--- config.mk ---
export PLATFORM = sky130hd
export DESIGN_NAME = regfile_scoreboard
export DESIGN_NICKNAME = d
export VERILOG_FILES = /design/src/rtl/regfile_scoreboard.sv
export SDC_FILE = /design/constraint.sdc
export NUM_CORES = 2
export LEC_CHECK = 0
export CAP_MARGIN = 0
export CELL_PAD_IN_SITES_DETAIL_PLACEMENT = 1
export CELL_PAD_IN_SITES_GLOBAL_PLACEMENT = 2
export CORE_UTILIZATION = 48
export CTS_BUF_LIST = sky130_fd_sc_hd__clkbuf_8
export DETAILED_ROUTE_END_ITERATION = 7
export PLACE_DENSITY = 0.9
export SYNTH_ARGS = -nofsm -noshare
export SYNTH_HDL_FRONTEND = slang
export SYNTH_SLANG_ARGS = --single-unit
--- constraint.sdc ---
create_clock -name clk -period 4.13 [get_ports clk]
set_input_delay 0.413 -clock clk [delete_from_list [all_inputs] [get_ports clk]]
set_output_delay 0.413 -clock clk [all_outputs]
set_load 0.1 [all_outputs]
--- src/rtl/regfile_scoreboard.sv ---
// regfile_scoreboard
//   Parametrised decode-stage register file with a per-register pending-write
//   scoreboard. The hazard unit uses the scoreboard to see which source
//   registers are still waiting for a producer.
//
//   Ports:
//     clk            rising-edge clock for all state
//     reset          synchronous active-high clear of registers and scoreboard
//     RegWrite       write enable
//     WriteRegister  write index
//     WriteData      write data, stored unmodified
//     ReadRegister1  read port 1 index
//     ReadRegister2  read port 2 index
//     ReadData1      read port 1 data (combinational)
//     ReadData2      read port 2 data (combinational)
//     MarkPending    claim MarkRegister for an issued producer
//     MarkRegister   index being claimed
//     Pending1       ReadRegister1 still awaits its producer
//     Pending2       ReadRegister2 still awaits its producer
//
//   Indices >= DEPTH and the hardwired zero register never hold data or
//   pending state: writes and marks to them are dropped, and reads return zero
//   and not pending.

module regfile_scoreboard #(
  parameter int DATA_WIDTH   = 64,
  parameter int ADDR_WIDTH   = 5,
  parameter int DEPTH        = 32,
  parameter int HAS_ZERO_REG = 1,
  parameter int ZERO_REG     = 31,
  parameter int BYPASS       = 1
) (
  input  logic                  clk,
  input  logic                  reset,
  input  logic                  RegWrite,
  input  logic [ADDR_WIDTH-1:0] WriteRegister,
  input  logic [DATA_WIDTH-1:0] WriteData,
  input  logic [ADDR_WIDTH-1:0] ReadRegister1,
  input  logic [ADDR_WIDTH-1:0] ReadRegister2,
  output logic [DATA_WIDTH-1:0] ReadData1,
  output logic [DATA_WIDTH-1:0] ReadData2,
  input  logic                  MarkPending,
  input  logic [ADDR_WIDTH-1:0] MarkRegister,
  output logic                  Pending1,
  output logic                  Pending2
);

  localparam int                  LP_IDXW     = (DEPTH > 1) ? $clog2(DEPTH) : 1;
  localparam logic [ADDR_WIDTH:0] LP_DEPTH    = (ADDR_WIDTH+1)'(DEPTH);
  localparam logic [ADDR_WIDTH-1:0] LP_ZERO   = ADDR_WIDTH'(ZERO_REG);
  localparam logic                LP_HAS_ZERO = (HAS_ZERO_REG != 0);
  localparam logic                LP_BYPASS   = (BYPASS != 0);

  // An index is usable when it names an implemented register that is not the
  // hardwired zero register.
  function automatic logic isUsable(input logic [ADDR_WIDTH-1:0] idx);
    return ({1'b0, idx} < LP_DEPTH) && !(LP_HAS_ZERO && (idx == LP_ZERO));
  endfunction

  logic [DATA_WIDTH-1:0] r_regs [DEPTH];
  logic [DEPTH-1:0]      r_pending;

  logic               w_wrUsable;
  logic               w_markUsable;
  logic               w_rd1Usable;
  logic               w_rd2Usable;
  logic               w_bypass1;
  logic               w_bypass2;
  logic [LP_IDXW-1:0] w_wrIdx;
  logic [LP_IDXW-1:0] w_markIdx;
  logic [LP_IDXW-1:0] w_rd1Idx;
  logic [LP_IDXW-1:0] w_rd2Idx;

  assign w_wrUsable   = RegWrite && isUsable(WriteRegister);
  assign w_markUsable = MarkPending && isUsable(MarkRegister);
  assign w_rd1Usable  = isUsable(ReadRegister1);
  assign w_rd2Usable  = isUsable(ReadRegister2);

  // Only used once the index has been qualified as usable, so the dropped
  // upper bits are always zero at that point.
  assign w_wrIdx   = WriteRegister[LP_IDXW-1:0];
  assign w_markIdx = MarkRegister[LP_IDXW-1:0];
  assign w_rd1Idx  = ReadRegister1[LP_IDXW-1:0];
  assign w_rd2Idx  = ReadRegister2[LP_IDXW-1:0];

  // Forwarding deliberately ignores reset: a write presented in the reset
  // cycle is still visible combinationally even though it is never stored.
  // A usable write index that matches the read index implies the read index
  // is usable too.
  assign w_bypass1 = LP_BYPASS && w_wrUsable && (WriteRegister == ReadRegister1);
  assign w_bypass2 = LP_BYPASS && w_wrUsable && (WriteRegister == ReadRegister2);

  // Register storage: reset wipes every implemented register, otherwise a
  // qualified write updates one entry.
  always_ff @(posedge clk) begin
    if (reset) begin
      for (int i = 0; i < DEPTH; i++) begin
        r_regs[i] <= '0;
      end
    end else if (w_wrUsable) begin
      r_regs[w_wrIdx] <= WriteData;
    end
  end

  // Scoreboard: the mark is assigned after the write-clear so that a mark and
  // a write to the same register leave the bit set (the newly issued producer
  // owns the register).
  always_ff @(posedge clk) begin
    if (reset) begin
      r_pending <= '0;
    end else begin
      if (w_wrUsable) begin
        r_pending[w_wrIdx] <= 1'b0;
      end
      if (w_markUsable) begin
        r_pending[w_markIdx] <= 1'b1;
      end
    end
  end

  always_comb begin
    ReadData1 = '0;
    if (w_bypass1) begin
      ReadData1 = WriteData;
    end else if (w_rd1Usable) begin
      ReadData1 = r_regs[w_rd1Idx];
    end
  end

  always_comb begin
    ReadData2 = '0;
    if (w_bypass2) begin
      ReadData2 = WriteData;
    end else if (w_rd2Usable) begin
      ReadData2 = r_regs[w_rd2Idx];
    end
  end

  // A forwarded operand is no longer waiting, so bypass masks the pending bit.
  assign Pending1 = w_rd1Usable && !w_bypass1 && r_pending[w_rd1Idx];
  assign Pending2 = w_rd2Usable && !w_bypass2 && r_pending[w_rd2Idx];

endmodule

==> flow_metrics.py <==
metrics = {
    "cts": {
        "cts-resized-gates": 0,
        "cts_tree": "done",
        "clockBufferDepth": 4,
        "cts.sinks": 2080,
        "clkTransAtPathRegs_ps": 70,
        "cts_buffers": 373,
        "insertion_delay_ps": 1090,
        "cts_max_level": 5,
        "cts_root_buf": "clkbuf_8",
    },
    "layout": {
        "finalNetCount": 8059,
        "drive_above_1_share": 0.2210,
        "fillers": 21660,
        "area_delta_synth_final_pct": 14.39,
        "instances_no_fill": 11290,
        "final_cell_area_sq_um": 127100,
    },
    "timing": {
        "fin_tns_setup_ps": 0,
        "rsz0062_at_grt": "no",
        "min_period_ps": 4101,
        "period_share": 0.9930,
        "fmax_mhz": 243.8,
        "slew_violations": 0,
        "skew_ps": 0,
        "hold_violations": 0,
        "worst_slew_margin_rel": 0.07547,
        "worst_slew_pin_slew_ps": 1384,
        "finalSetupViolations": 0,
    },
    "floorplanning": {
        "row_count": 176,
        "start_util": 0.4830,
        "die_h_um": 483.2,
        "core-area_sq_um": 230100,
        "chipWidth_um": 483.2,
        "dieArea_sq_um": 233500,
        "io_pins": 218,
    },
    "critical_path": {
        "r2r_setup_slack_ps": 3420,
        "required_ps": 3720,
        "cp-end-kind": "primary output",
        "crit_fanout": 26,
        "startpoint_type": "input pin",
        "reg2reg_from": "r_pending[21]",
        "worstPathArrival_ps": 3690,
        "path_class": "in2out",
        "r2r-end": "r_pending[21]",
        "cp-startpoint": "WriteRegister[1]",
        "rr_worst_depth": 2,
        "setup.worst_path.end": "ReadData2[7]",
    },
    "drt": {
        "wl_um": 452700,
        "drtAntennaViolNets": 0,
        "wire_per_inst_um": 40.11,
        "drt-initial-drc-count": 13920,
        "first_pass_iters": 6,
        "num_vias": 81130,
        "routed_via_density": 7.188,
        "drc": 0,
    },
    "logic_synthesis": {
        "synth_common_cells": "edfxtp_1, and2_1, mux2i_1",
        "synth_top_cell_area_share": 0.5533,
        "synthFlopType": "edfxtp_1",
        "syn-cell-area_sq_um": 111100,
        "yosysSeqAreaShare": 0.5591,
        "synth_edf_count": 2048,
        "synth_cell_types": 53,
        "synth_area_leaders": "edfxtp_1, mux4_2, and2_1",
        "avgSynthCellArea_sq_um": 14.35,
        "synthCells": 7744,
        "yosysMostFrequentCell": "edfxtp_1",
        "synthArstFlopShare": 0,
        "synth_seq_cells": 2080,
        "yosysTopAreaCell": "edfxtp_1",
        "yosysWarningCount": 0,
    },
    "min_path": {
        "min_path_type": "in2reg",
        "holdPathStages": 5,
    },
    "global_routing": {
        "grt.total_usage": 0.3818,
        "antenna_found_initial": 40,
        "grt_pass1_vias": 83690,
        "grt_max_degree": 79,
        "grt-ovfl-total": 0,
        "grt_first_pass_wirelength_um": 628800,
    },
    "placement": {
        "placed_area_sq_um": 120600,
        "place.gp.congestion": 0.8805,
        "placed_cells": 10620,
        "dp_hpwl_um": 264700,
        "portBuffers": 217,
    },
    "pwr": {
        "ir_drop_uv": 343.7,
        "power_mw": 52.06,
        "leakage_nw": 45.66,
        "power_density_nw_per_um2": 409.5,
    },
    "job": {
        "drv_cap": 0,
    },
    "status": {
        "status": "completed",
    },
}
## layer usage
metal  wire length, um  GRT usage
met4             32350     0.2424
met3             61110     0.1052
met2            207300     0.5981
met1            151700     0.4681
met5               162          0
## worst min-delay path by stage
stage                                from             to  slack, ps
final                     MarkRegister[4]  r_pending[19]        210
after CTS                 MarkRegister[4]  r_pending[17]        140
after global routing          MarkPending  r_pending[14]        230
after global placement       r_pending[3]   r_pending[3]        460
after detailed placement     r_pending[9]   r_pending[9]        470
after floorplan             r_pending[31]  r_pending[31]        450
## cells in the final DEF, fill, tap and decap left out, drive strengths merged, types with 9 or more instances in the layout
cell	n
a2111oi	13
clkdlybuf4s50	76
conb	64
a22oi	125
nor2	44
diode	31
o21ai	167
inv	141
clkinvlp	9
o22ai	125
dfxtp	32
and2	1989
clkbuf	380
buf	548
nand2	125
clkinv	127
mux4	719
a21oi	181
nor2b	12
a41oi	11
edfxtp	2048
a221oi	36
a21o	30
a211oi	116
mux2i	775
a22o	77
o221ai	113
a32o	64
## metrics by stage
stage	util	hold WS [ps]	setup WS, ps
2_1_floorplan	-	449.8	734.7
3_3_place_gp	0.5239	464.4	58.84
3_5_place_dp	0.5239	473.7	179.6
4_1_cts	0.5521	136.3	144.8
5_1_grt	0.5522	229.0	31.99
6_report	0.5525	205.9	29.00
## report_power, final
| group | switching [mW] | internal (mW) | total (mW) |
|---|---|---|---|
| sequential | 0.692 | 24.4 | 25.1 |
| combinational | 5.69 | 3.29 | 8.98 |
| clock | 9.03 | 8.96 | 18.0 |
| total | 15.4 | 36.6 | 52.1 |
## state kept, by name (all words and copies together) (netlist names)
register,cells
r_regs,2048
r_pending,32
## what timing repair did
action	in CTS	in global routing
setup buffers	0	0
endpoints found under the hold margin	19	0
hold buffers	1	0
## layout make-up
class                           count  area (sq um)  share of cell area
Sequential cell                  2080         62140              0.4888
Multi-Input combinational cell   4859         45990              0.3617
Timing Repair Buffer              626          8546             0.06722
Clock buffer                      379          5216             0.04103
Tap cell                         3026          3786             0.02978
Clock inverter                    254          1270            0.009989
Inverter                           31         116.4           0.0009152
Antenna cell                       31         77.57           0.0006102
## critical path: stages
cell	delay, ps
clkdlybuf4s50_1	710
nand2_1	100
o21ai_1	260
nor4_2	120
buf_4	160
nor2_4	1040
buf_12	310
a32o_1	290
buf_12	190
## cells by family after synthesis
| group | after synthesis | synth area share |
|---|---|---|
| other | 1 | 0.00003374 |
| buffers and inverters | 868 | 0.03330 |
| and+or+nand+nor | 2227 | 0.1236 |
| muxes | 1494 | 0.2155 |
| xor gates and xnor gates | 10 | 0.0007881 |
| AOI/OAI and AO/OA | 1064 | 0.06767 |
| DFF | 2080 | 0.5591 |
Note: power is estimated with default switching activity, not from simulation.
